==> src/rtl/seq_gen_if.sv <==
// ---------------------------------------------------------------------------
// seq_gen_if
//   Bundle of the request/stream signals between a pattern requester
//   (master) and the seq_gen serial transmitter (slave).
//
//   Optional feature macro: SEQ_GEN_REPEAT_EN adds the reps field.
//
//   Signals:
//     start    master->slave  request to transmit a pattern
//     pattern  master->slave  WIDTH-bit word, sent MSB first
//     reps     master->slave  extra repetitions (SEQ_GEN_REPEAT_EN only)
//     x        slave->master  serial data bit, 0 when idle
//     x_valid  slave->master  x carries a pattern bit
//     busy     slave->master  frame in progress (through the DONE cycle)
//     done     slave->master  one-cycle pulse after the last bit
// ---------------------------------------------------------------------------
interface seq_gen_if #(
  parameter int WIDTH = 8,
  parameter int REP_W = 4
);

  logic             start;
  logic [WIDTH-1:0] pattern;
`ifdef SEQ_GEN_REPEAT_EN
  logic [REP_W-1:0] reps;
`endif
  logic             x;
  logic             x_valid;
  logic             busy;
  logic             done;

  // Reject unusable sizes at elaboration.
  if (WIDTH < 2 || WIDTH > 32 || REP_W < 1) begin : g_param_err
    $error("seq_gen_if: WIDTH must be 2..32 and REP_W >= 1");
  end

`ifdef SEQ_GEN_REPEAT_EN
  modport master (output start, output pattern, output reps,
                  input x, input x_valid, input busy, input done);
  modport slave  (input start, input pattern, input reps,
                  output x, output x_valid, output busy, output done);
`else
  modport master (output start, output pattern,
                  input x, input x_valid, input busy, input done);
  modport slave  (input start, input pattern,
                  output x, output x_valid, output busy, output done);
`endif

endinterface

==> src/rtl/seq_gen.sv <==
// ---------------------------------------------------------------------------
// seq_gen
//   Serial pattern transmitter. On an accepted start the WIDTH-bit pattern
//   is shifted out MSB first, one bit per clk, qualified by x_valid. busy
//   covers the whole frame plus the DONE cycle; done pulses once after the
//   last bit. Requests arriving while busy are ignored.
//
//   Optional feature macro: SEQ_GEN_REPEAT_EN
//     defined   : reps port present; pattern is sent reps+1 times with no gap
//     undefined : every frame is exactly WIDTH bits
//
//   Ports:
//     clk  input  clock, rising edge active
//     rst  input  asynchronous active-high reset
//     bus  seq_gen_if.slave  start/pattern(/reps) in, x/x_valid/busy/done out
// ---------------------------------------------------------------------------
module seq_gen #(
  parameter int WIDTH = 8,
  parameter int REP_W = 4
) (
  input  logic      clk,
  input  logic      rst,
  seq_gen_if.slave  bus
);

  localparam int CW = $clog2(WIDTH);

  typedef enum logic [1:0] {
    ST_IDLE  = 2'd0,
    ST_SHIFT = 2'd1,
    ST_DONE  = 2'd2
  } state_t;

  // Reject unusable sizes at elaboration.
  if (WIDTH < 2 || WIDTH > 32 || REP_W < 1) begin : g_param_err
    $error("seq_gen: WIDTH must be 2..32 and REP_W >= 1");
  end

  state_t           state_r, state_s;
  logic [WIDTH-1:0] shift_r, shift_s;
  logic [CW-1:0]    bitcnt_r, bitcnt_s;
`ifdef SEQ_GEN_REPEAT_EN
  logic [WIDTH-1:0] copy_r, copy_s;
  logic [REP_W-1:0] repcnt_r, repcnt_s;
`endif
  logic             x_r, x_s;
  logic             x_valid_r, x_valid_s;
  logic             busy_r, busy_s;
  logic             done_r, done_s;

  // Next-state and next-output logic for the transmit FSM.
  always_comb begin
    state_s   = state_r;
    shift_s   = shift_r;
    bitcnt_s  = bitcnt_r;
`ifdef SEQ_GEN_REPEAT_EN
    copy_s    = copy_r;
    repcnt_s  = repcnt_r;
`endif
    x_s       = 1'b0;
    x_valid_s = 1'b0;
    busy_s    = 1'b0;
    done_s    = 1'b0;

    case (state_r)
      ST_IDLE: begin
        if (bus.start) begin
          shift_s   = bus.pattern;
          bitcnt_s  = CW'(WIDTH - 1);
`ifdef SEQ_GEN_REPEAT_EN
          copy_s    = bus.pattern;
          repcnt_s  = bus.reps;
`endif
          state_s   = ST_SHIFT;
          x_s       = bus.pattern[WIDTH-1];
          x_valid_s = 1'b1;
          busy_s    = 1'b1;
        end else begin
          state_s   = ST_IDLE;
        end
      end

      ST_SHIFT: begin
        busy_s = 1'b1;
        if (bitcnt_r != {CW{1'b0}}) begin
          // Rotate rather than zero-fill: the bit shifted in is never
          // transmitted, and rotating keeps every register bit in use.
          shift_s   = {shift_r[WIDTH-2:0], shift_r[WIDTH-1]};
          x_s       = shift_r[WIDTH-2];
          x_valid_s = 1'b1;
          bitcnt_s  = bitcnt_r - CW'(1);
`ifdef SEQ_GEN_REPEAT_EN
        end else if (repcnt_r != {REP_W{1'b0}}) begin
          // Back-to-back repeat: reload from the captured copy, no gap cycle.
          shift_s   = copy_r;
          x_s       = copy_r[WIDTH-1];
          x_valid_s = 1'b1;
          bitcnt_s  = CW'(WIDTH - 1);
          repcnt_s  = repcnt_r - REP_W'(1);
`endif
        end else begin
          state_s   = ST_DONE;
          done_s    = 1'b1;
        end
      end

      ST_DONE: begin
        // start is deliberately not looked at here.
        state_s = ST_IDLE;
      end

      default: begin
        state_s = ST_IDLE;
      end
    endcase
  end

  // State and output registers; reset clears everything immediately.
  always_ff @(posedge clk or posedge rst) begin
    if (rst) begin
      state_r   <= ST_IDLE;
      shift_r   <= {WIDTH{1'b0}};
      bitcnt_r  <= {CW{1'b0}};
`ifdef SEQ_GEN_REPEAT_EN
      copy_r    <= {WIDTH{1'b0}};
      repcnt_r  <= {REP_W{1'b0}};
`endif
      x_r       <= 1'b0;
      x_valid_r <= 1'b0;
      busy_r    <= 1'b0;
      done_r    <= 1'b0;
    end else begin
      state_r   <= state_s;
      shift_r   <= shift_s;
      bitcnt_r  <= bitcnt_s;
`ifdef SEQ_GEN_REPEAT_EN
      copy_r    <= copy_s;
      repcnt_r  <= repcnt_s;
`endif
      x_r       <= x_s;
      x_valid_r <= x_valid_s;
      busy_r    <= busy_s;
      done_r    <= done_s;
    end
  end

  assign bus.x       = x_r;
  assign bus.x_valid = x_valid_r;
  assign bus.busy    = busy_r;
  assign bus.done    = done_r;

endmodule

==> src/flat_wrapper.sv <==
// flat-port wrapper written by rule: the top's interface ports become plain ports
module seq_gen_flat 
#(
  parameter int WIDTH = 8,
  parameter int REP_W = 4
)
  (clk, rst, bus_start, bus_pattern, bus_x, bus_x_valid, bus_busy, bus_done);
  seq_gen_if #(.WIDTH(WIDTH), .REP_W(REP_W)) bus_i ();
  input  logic clk;
  input  logic rst;
  input wire logic [$bits(bus_i.start)-1:0] bus_start;
  input wire logic [$bits(bus_i.pattern)-1:0] bus_pattern;
  output wire logic [$bits(bus_i.x)-1:0] bus_x;
  output wire logic [$bits(bus_i.x_valid)-1:0] bus_x_valid;
  output wire logic [$bits(bus_i.busy)-1:0] bus_busy;
  output wire logic [$bits(bus_i.done)-1:0] bus_done;
  assign bus_i.start = bus_start;
  assign bus_i.pattern = bus_pattern;
  assign bus_x = bus_i.x;
  assign bus_x_valid = bus_i.x_valid;
  assign bus_busy = bus_i.busy;
  assign bus_done = bus_i.done;
  seq_gen #(.WIDTH(WIDTH), .REP_W(REP_W)) u_core (.clk(clk), .rst(rst), .bus(bus_i));
endmodule
==> config.mk <==
export PLATFORM = sky130hd
export DESIGN_NAME = seq_gen_flat
export DESIGN_NICKNAME = d
export VERILOG_FILES = /design/src/rtl/seq_gen_if.sv /design/src/rtl/seq_gen.sv /design/src/flat_wrapper.sv
export SDC_FILE = /design/constraint.sdc
export NUM_CORES = 1
export LEC_CHECK = 0
export CORE_MARGIN = 5
export CORE_UTILIZATION = 40
export DETAILED_ROUTE_END_ITERATION = 6
export GPL_TIMING_DRIVEN = 0
export SLEW_MARGIN = 20
export SYNTH_ARGS = -nofsm -noshare
export SYNTH_HDL_FRONTEND = slang
export SYNTH_SLANG_ARGS = --single-unit
==> constraint.sdc <==
create_clock -name clk -period 2 [get_ports clk]
set_clock_uncertainty 0.2 [all_clocks]
set_input_delay 0.6 -clock clk [delete_from_list [all_inputs] [get_ports clk]]
set_output_delay 0.6 -clock clk [all_outputs]
set_load 0.02 [all_outputs]
==> impl_summary.txt, run 1 <==
----------------------------------------------------
[Place]
  Placed Cells ... ~100
  Placed Area ... about 980 um2
  Count of buffers from port buffering ... 14
  Detail Placement HPWL ... slightly below 1000 um
  GPL Wtd Cong ... about 0.69

[Timing]
  Post-layout min period ... slightly below 2 ns
  Slew headroom ... 0.563
  Slew of the pin with the lowest slew margin ... around 0.65 ns
  Final setup violation count ... 0
  Final Hold Fails ... 0
  Final period util ... 0.981
  Unrepaired setup endpoints after global routing ... no
  Worst Hold Margin ... about 0.32 ns
  Max frequency ... between 500 and 600 MHz
  Final-report max-slew violation count ... 0

[Synthesis]
  Average size of a mapped cell ... around 14 um2
  Post-synthesis instance area ... about 800 um2
  Seq cells post-synth ... 17
  Seq/Total Area, Yosys ... 0.530
  Distinct cell type count after synthesis ... 20
  Post-Syn Instances ... 58
  Net count after synthesis ... 71
  Count of synthesis-stage warnings from yosys ... 0

[GRT]
  Via count of the first global-routing pass ... roughly 520
  Largest net degree at the start of global routing ... 18
  Aggregate global routing overflow ... 0
  GRT Total Usage ... 0.116
  First-pass GRT wire length ... ~2300 um
  Antenna violations before repair ... 0

[Die]
  Effective utilization at floorplan ... 0.413
  Number of top-level pins ... 15
  Std-Cell Rows ... 16
  Horizontal extent of the die ... between 50 and 60 um
  Core Region ... ~0.0019 mm2
  Overall die area ... 0.00300 mm2
  Die height ... 54.8 um

[Power]
  Max IR drop VDD ... between 700 and 800 uV
  Static power due to leakage ... 0.494 nW
  Ratio of total power to cell area ... between 1500 and 2000 mW/mm2

[Finish]
  Non-filler instance count after layout ... between 100 and 150
  Share of post-route cells with drive strength above 1 ... 0.234
  Total number of nets in the final design ... roughly 90
  Area growth from synthesis to layout ... 26.8%
  Total non-filler cell area in the finished layout ... about 0.001 mm2
  Layout filler cell count ... 178
  Count of inserted antenna diode cells ... 0

[Route]
  ANT nets after route ... 0
  WL/cell ... around 13 um
  Number of DRC markers in iteration 0 ... 2
  DRC errors left ... 0
  Detailed-route vias per instance ... roughly 4.8
  Router iterations before antenna repair ... 2
  Routed Wire Length ... between 1000 and 1500 um
  Number of vias in the routed layout ... about 500

[Clock tree]
  Maximum clock insertion buffer count ... 2
  Cts bufs inserted ... 3
  Number of clock sinks ... 17
  Clk root buf ... sky130_fd_sc_hd__clkbuf_4
  Worst skew pair latency ... between 0.2 and 0.3 ns
  TritonCTS clock tree ... built
  Clock-pin transition on the worst setup and hold timing paths ... about 0.1 ns
  H-tree level count ... 1
  Post-cts hold buffer count ... 0

[Critical path]
  CP Max Fanout ... 10
  Category of the worst setup path launch point ... input port
  Crit end category ... flop
  Critical Path AT ... roughly 1.9 ns
  Worst endpoint required time ... about 2.0 ns
  Critical setup path kind ... input port to flop
  Register-to-register setup slack ... ~0.12 ns

[Status]
  Run status ... finished, final reports clean

[Run]
  Number of violations of the max-capacitance limit ... 0

[Min path]
  Path class of the lowest-slack min-delay path ... flop to flop

----------------------------------------------------
==> Yosys cell counts <==
cell | instances | area share
sky130_fd_sc_hd__a311oi_2 | 1 | 0.019
sky130_fd_sc_hd__dfrtp_1 | 17 | 0.53
sky130_fd_sc_hd__nor2_2 | 1 | 0.0078
sky130_fd_sc_hd__mux2i_1 | 3 | 0.037
sky130_fd_sc_hd__mux2_4 | 5 | 0.094
sky130_fd_sc_hd__and3_1 | 2 | 0.016
sky130_fd_sc_hd__inv_1 | 5 | 0.023
sky130_fd_sc_hd__a311oi_1 | 1 | 0.011
sky130_fd_sc_hd__buf_6 | 1 | 0.014
sky130_fd_sc_hd__nand2b_1 | 1 | 0.0078
sky130_fd_sc_hd__o21ba_2 | 1 | 0.012
sky130_fd_sc_hd__ha_1 | 2 | 0.031
sky130_fd_sc_hd__mux2_1 | 7 | 0.098
sky130_fd_sc_hd__nand2_1 | 1 | 0.0047
sky130_fd_sc_hd__a21oi_1 | 1 | 0.0062
sky130_fd_sc_hd__a21o_1 | 2 | 0.019
sky130_fd_sc_hd__nor2b_1 | 2 | 0.016
sky130_fd_sc_hd__nor2_1 | 1 | 0.0047
sky130_fd_sc_hd__buf_2 | 1 | 0.0062
sky130_fd_sc_hd__mux2_2 | 3 | 0.042
==> report_power, final <==
| part | leakage, nW | switching, mW | total, mW | internal [mW] |
|---|---|---|---|---|
| combinational | 0.280 | 0.324 | 0.759 | 0.436 |
| sequential | 0.196 | 0.0784 | 0.582 | 0.503 |
| clock | 0.0177 | 0.113 | 0.188 | 0.0744 |
==> cells in the final DEF (no fill, tap or decap), types with 2 or more instances in the layout <==
cell,instances
sky130_fd_sc_hd__a21o_1,2
sky130_fd_sc_hd__and3_1,2
sky130_fd_sc_hd__clkbuf_4,3
sky130_fd_sc_hd__clkdlybuf4s50_1,10
sky130_fd_sc_hd__dfrtp_1,17
sky130_fd_sc_hd__dlygate4sd2_1,4
sky130_fd_sc_hd__ha_1,2
sky130_fd_sc_hd__inv_1,5
sky130_fd_sc_hd__mux2_1,7
sky130_fd_sc_hd__mux2_2,3
sky130_fd_sc_hd__mux2_4,5
sky130_fd_sc_hd__mux2i_1,3
sky130_fd_sc_hd__nor2b_1,2
==> stage by stage <==
stage | setup TNS, ns | utilization | total power, mW | setup slack, ns
3_3_place_gp | -4.40 | 0.503 | 1.32 | -0.465
6_report | 0 | 0.524 | 1.53 | 0.0384
3_5_place_dp | -4.54 | 0.503 | 1.35 | -0.474
2_1_floorplan | 0 | - | 1.16 | 0.177
5_1_grt | 0 | 0.524 | 1.65 | 0.00137
4_1_cts | 0 | 0.524 | 1.55 | 0.0365
==> layer usage <==
metal  part of all wire  vias to the layer above  GRT usage  wire length, um
li1                   -                      240          -                -
met1               0.46                      247      0.138              643
met2               0.48                        8      0.179              672
met3              0.048                        2     0.0381               67
met4             0.0050                        0     0.0747                7
met5                  0                        -          0                0
==> final cells by class <==
type / instances / area, um2 / area share
Timing Repair Buffer: 15 / 143 / 0.140
Clock inverter: 1 / 5.00 / 0.00492
Buffer: 2 / 16.3 / 0.0160
Inverter: 5 / 18.8 / 0.0185
Multi-Input combinational cell: 34 / 353 / 0.347
Clock buffer: 3 / 22.5 / 0.0221
Sequential cell: 17 / 425 / 0.418
Tap cell: 27 / 33.8 / 0.0332
==> repair_timing <==
item	in CTS	in global routing
buffers inserted	1	0
gates resized for setup	5	0
setup endpoints to repair	10	0
==> worst paths after layout <==
kind | from | endpoint | cells after the start
worst max register to register | u_core.bitcnt_r[0]$_DFFE_PP0P_ | u_core.shift_r[4]$_DFFE_PP0P_ | 5
max in group asynchronous | rst | u_core.shift_r[5]$_DFFE_PP0P_ | 2
worst min register to register | u_core.shift_r[5]$_DFFE_PP0P_ | u_core.shift_r[5]$_DFFE_PP0P_ | 1
min in group asynchronous | rst | u_core.bus.x_valid$_DFF_PP0_ | 2
worst max-delay path | bus_start | u_core.shift_r[4]$_DFFE_PP0P_ | 5
worst min-delay path | u_core.shift_r[5]$_DFFE_PP0P_ | u_core.shift_r[5]$_DFFE_PP0P_ | 1
==> registers in the layout (all words and copies together), names as in the netlist <==
name                count
u_core.shift_r          8
u_core.bitcnt_r         3
u_core.state_r          2
u_core.bus.busy         1
u_core.bus.done         1
u_core.bus.x            1
u_core.bus.x_valid      1
==> cell families after synthesis <==
logic type	after synthesis	share of synthesized area
compound gates	6	0.0671
fa+ha+maj	2	0.0312
flops	17	0.530
simple gates	8	0.0562
mux	18	0.271
buf+inv	7	0.0437
==> critical path, cell delays in order <==
cell and delay [ns]:
sky130_fd_sc_hd__clkdlybuf4s50_1 0.49, sky130_fd_sc_hd__nor2_2 0.06, sky130_fd_sc_hd__a311oi_4 0.26, sky130_fd_sc_hd__buf_6 0.21, sky130_fd_sc_hd__mux2_4 0.31
No activity file was read; power rests on OpenSTA's default activity.
==> run 2, diff against run 1 <==
--- a/config.mk
+++ b/config.mk
@@ -5,8 +5,11 @@
 export SDC_FILE = /design/constraint.sdc
 export NUM_CORES = 1
 export LEC_CHECK = 0
+export ABC_AREA = 1
+export CORE_ASPECT_RATIO = 0.6
 export CORE_MARGIN = 5
 export CORE_UTILIZATION = 40
+export CTS_CLUSTER_DIAMETER = 120
 export DETAILED_ROUTE_END_ITERATION = 6
 export GPL_TIMING_DRIVEN = 0
 export SLEW_MARGIN = 20
==> run 2 against run 1 <==
  * Combinational power increased by 24%
  * Maximum frequency increased by 10%
  * Critical path depth decreased by 4
  * Register-to-register slack improved by 0.36 ns
  * Count of clock-buffer cells in the layout unchanged
  * Sequential power about the same
  * Worst hold slack got worse by 0.0013 ns
  * Synthesized area increased by 8.1%
  * Non-clock buffer count increased by 3
  * Die area increased by 7.6%
  * Wire length increased by 31%
  * Clock power about the same
  * Largest power group unchanged
==> impl_summary.txt, run 2 <==
----------------------------------------------------
[Synthesis]
  Seq cells post-synth ... 17 (unchanged)
  Count of synthesis-stage warnings from yosys ... 0 (unchanged)
  Commonest cells in the netlist ... sky130_fd_sc_hd__nand2_1, sky130_fd_sc_hd__nand3_1, sky130_fd_sc_hd__dfrtp_1, sky130_fd_sc_hd__inv_1, sky130_fd_sc_hd__nor2_1
  Fraction of the mapped netlist area in compound gates ... 0 (-0.0671)
  Share of the synthesized area in the top cell type ... 0.491 (-0.0398)
  Net count after synthesis ... 122 (+72%)
  Post-Syn Instances ... 109 (+88%)
  Post-synthesis instance area ... 867 um2 (+8.1%)
  Main combinational cell family by area after synthesis ... simple AND/OR/NAND/NOR gates
  Average size of a mapped cell ... 7.95 um2 (-42%)
  Xor and xnor area share after synthesis ... 0 (unchanged)
  Mux contribution to synthesized area ... 0 (-0.271)
  Count of flip-flops with a built-in enable after synthesis ... 0 (unchanged)
  Share of async-settable or async-resettable flops after synthesis ... 1.00 (unchanged)
  Adder-Cell Fraction of Synth Area ... 0.0289 (-0.00234)
  Distinct cell type count after synthesis ... 12 (-40%)
  Most area-hungry cell type in the Yosys netlist ... sky130_fd_sc_hd__dfrtp_1
  Leading cell type by number of instances after synthesis ... sky130_fd_sc_hd__nand2_1
  Flip-flop cell with the highest count after synthesis ... sky130_fd_sc_hd__dfrtp_1
  Synth top area cells ... sky130_fd_sc_hd__dfrtp_1, sky130_fd_sc_hd__nand2_1, sky130_fd_sc_hd__nand3_1
  Seq/Total Area, Yosys ... 0.491 (-0.0398)
  Simple-Gate Fraction of Synth Area ... 0.378 (+0.322)

[GRT]
  Fraction of met2 tracks used by global routing ... 0.214 (+0.0347)
  First-pass GRT wire length ... 3220 um (+40%)
  GRT Total Usage ... 0.131 (+0.0148)
  Met3 track demand over resource ... 0.0632 (+0.0250)
  Antenna violations before repair ... 0 (unchanged)
  Aggregate global routing overflow ... 0 (unchanged)
  Met1 routing resource usage after global routing ... 0.159 (+0.0217)
  Via count of the first global-routing pass ... 735 (+42%)
  Largest net degree at the start of global routing ... 18 (unchanged)
  Most used routing layer ... met2

[Clock tree]
  H-tree level count ... 1 (unchanged)
  Worst skew pair latency ... 0.30 ns (about the same)
  Number of clock sinks ... 17 (unchanged)
  TritonCTS clock tree ... built
  Cts bufs inserted ... 3 (unchanged)
  Clock-pin transition on the worst setup and hold timing paths ... 0.11 ns (about the same)
  Post-cts hold buffer count ... 0 (unchanged)
  Gates resized, CTS repair ... 4 (-1)
  Clk root buf ... sky130_fd_sc_hd__clkbuf_4
  Post-CTS setup-driven buffer insertion count ... 0 (-1)
  Maximum clock insertion buffer count ... 2 (unchanged)

[Power]
  Ratio of total power to cell area ... 1600 mW/mm2 (+6.3%)
  Static power due to leakage ... 0.585 nW (+18%)
  Max IR drop VDD ... 670 uV (-11%)

[Route]
  Routed Wire Length ... 1820 um (+31%)
  WL/cell ... 11.6 um (-13%)
  DRC errors left ... 0 (unchanged)
  Detailed-route vias per instance ... 4.59 (-4.0%)
  ANT nets after route ... 0 (unchanged)
  Number of DRC markers in iteration 0 ... 49 (+47)
  Number of vias in the routed layout ... 720 (+45%)
  Router iterations before antenna repair ... 4 (+2)

[Critical path]
  Worst path buffer plus inverter count ... 1 (-1)
  Critical path's top delay family ... flip-flops
  Category of the worst setup path launch point ... flop
  Worst endpoint required time ... 1.20 ns (-0.78 ns)
  Start point of the critical path ... u_core.bus.x$_DFF_PP0_
  Register-to-register setup slack ... 0.48 ns (+0.36 ns)
  Crit end category ... primary output
  CP Max Fanout ... 1 (-9)
  Slowest cell on crit path ... sky130_fd_sc_hd__dfrtp_1
  Highest cell delay on the worst timing path ... 0.37 ns (-0.12 ns)
  RR Startpoint ... u_core.bitcnt_r[0]$_DFFE_PP0P_
  Cell breakdown of the critical path ... dlygate4sd2_1
  Critical Path AT ... 0.98 ns (-0.96 ns)
  Critical setup path kind ... flop to primary output

[Die]
  Die height ... 46.1 um (-16%)
  Number of top-level pins ... 15 (unchanged)
  Core Region ... 0.00211 mm2 (+8.9%)
  Overall die area ... 0.00323 mm2 (+7.6%)
  Horizontal extent of the die ... 70.1 um (+28%)
  Effective utilization at floorplan ... 0.410 (-0.00296)
  Std-Cell Rows ... 13 (-3)

[Place]
  Count of buffers from port buffering ... 14 (unchanged)
  Worst-case setup slack after placement ... 0.0343 ns (+0.508 ns)
  Placed Area ... 0.00104 mm2 (+7.1%)
  Detail Placement HPWL ... 1260 um (+29%)
  GPL Wtd Cong ... 0.756 (+8.8%)

[Run]
  Number of violations of the max-capacitance limit ... 0 (unchanged)

[Finish]
  Most frequent cells in the layout ... sky130_fd_sc_hd__nand2_1, sky130_fd_sc_hd__nand3_1, sky130_fd_sc_hd__dfrtp_1
  Total number of nets in the final design ... 141 (+55%)
  Area growth from synthesis to layout ... 23.1%
  Total non-filler cell area in the finished layout ... 0.00107 mm2 (+4.9%)
  Share of post-route cells with drive strength above 1 ... 0.134 (-0.0999)
  Seq. cell area ... 425 um2 (unchanged)
  Area of combinational cells with multiple inputs ... 353 um2 (unchanged)
  Flip-flop count of the largest register after layout ... 8 (unchanged)
  Layout filler cell count ... 226 (+27%)
  Most common cell after layout, fill and taps aside ... sky130_fd_sc_hd__nand2_1
  Top flop regs ... u_core.shift_r: 8 flops, u_core.bitcnt_r: 3 flops, u_core.state_r: 2 flops
  Core occupancy in the finished layout ... 0.505 (-0.0191)
  Register with the most flip-flops ... u_core.shift_r
  Count of inserted antenna diode cells ... 0 (unchanged)

[Timing]
  Post-Route Setup TNS ... 0 ns (unchanged)
  Final Hold Fails ... 0 (unchanged)
  Worst Hold Margin ... 0.319 ns (-0.00129 ns)
  Max frequency ... 561 MHz (+10%)
  Unrepaired setup endpoints after global routing ... no
  Final-report max-slew violation count ... 0 (unchanged)
  Slew of the pin with the lowest slew margin ... 0.681 ns (+0.0265 ns)
  Post-layout min period ... 1.78 ns (-0.178 ns)
  Final period util ... 0.892 (-0.0892)
  Slew headroom ... 0.545 (-0.0177)
  Final setup violation count ... 0 (unchanged)
  Final setup slack of the worst path ... 0.217 ns (+0.178 ns)

[Min path]
  Path class of the lowest-slack min-delay path ... flop to flop
  Launch instance of the worst min-delay path ... u_core.shift_r[2]$_DFFE_PP0P_

[Status]
  Run status ... finished, final reports clean

----------------------------------------------------
run 2: cell count changes after synthesis, sizes merged:
cell    previous run  this run
a21oi              1         0
nand2              1        47
buf                2         6
mux2              15         0
mux2i              3         0
nor2               2         7
nand2b             1         0
o21ba              1         0
a311oi             2         0
and3               2         0
nor2b              2         0
nand3              0        21
inv                5         9
a21o               2         0
run 2: per-stage QoR:
stage               power [mW]  instances
floorplan                 1.30        109
global placement          1.54        153
detailed placement        1.56        153
CTS                       1.73        157
global route              1.88        157
finish                    1.70        157
run 2: cell families (layout without fill, tap and decap cells):
group         after synthesis  in the layout
buf+inv                    15             33
fa+ha+maj                   2              2
simple gates               75             75
flops                      17             17
run 2: path summary, 6_finish.rpt:
path,to,cells past startpoint
hold reg to reg,u_core.shift_r[2]$_DFFE_PP0P_,2
hold / removal,u_core.shift_r[2]$_DFFE_PP0P_,2
setup / recovery,bus_x,1
max in group asynchronous,u_core.bitcnt_r[2]$_DFFE_PP0P_,2
setup reg to reg,u_core.shift_r[5]$_DFFE_PP0P_,7
min in group asynchronous,u_core.shift_r[1]$_DFFE_PP0P_,2
run 2: area by class of cell:
cell class / instances / area share
sequential: 17 / 0.399
inverter: 9 / 0.0317
timing repair buffer: 14 / 0.127
multi-input combinational: 77 / 0.331
buffer: 6 / 0.0516
tap: 30 / 0.0352
clock inverter: 1 / 0.00469
clock buffer: 3 / 0.0211
run 2: power breakdown:
part	internal (mW)	switching [mW]	leakage, nW
clock network	0.0744	0.112	0.0177
logic	0.367	0.570	0.360
registers	0.505	0.0753	0.208
run 2: routing by layer:
metal,vias up,share of wire
met5,-,0
met4,0,0.0050
met3,2,0.065
met2,17,0.41
met1,325,0.52
li1,376,-
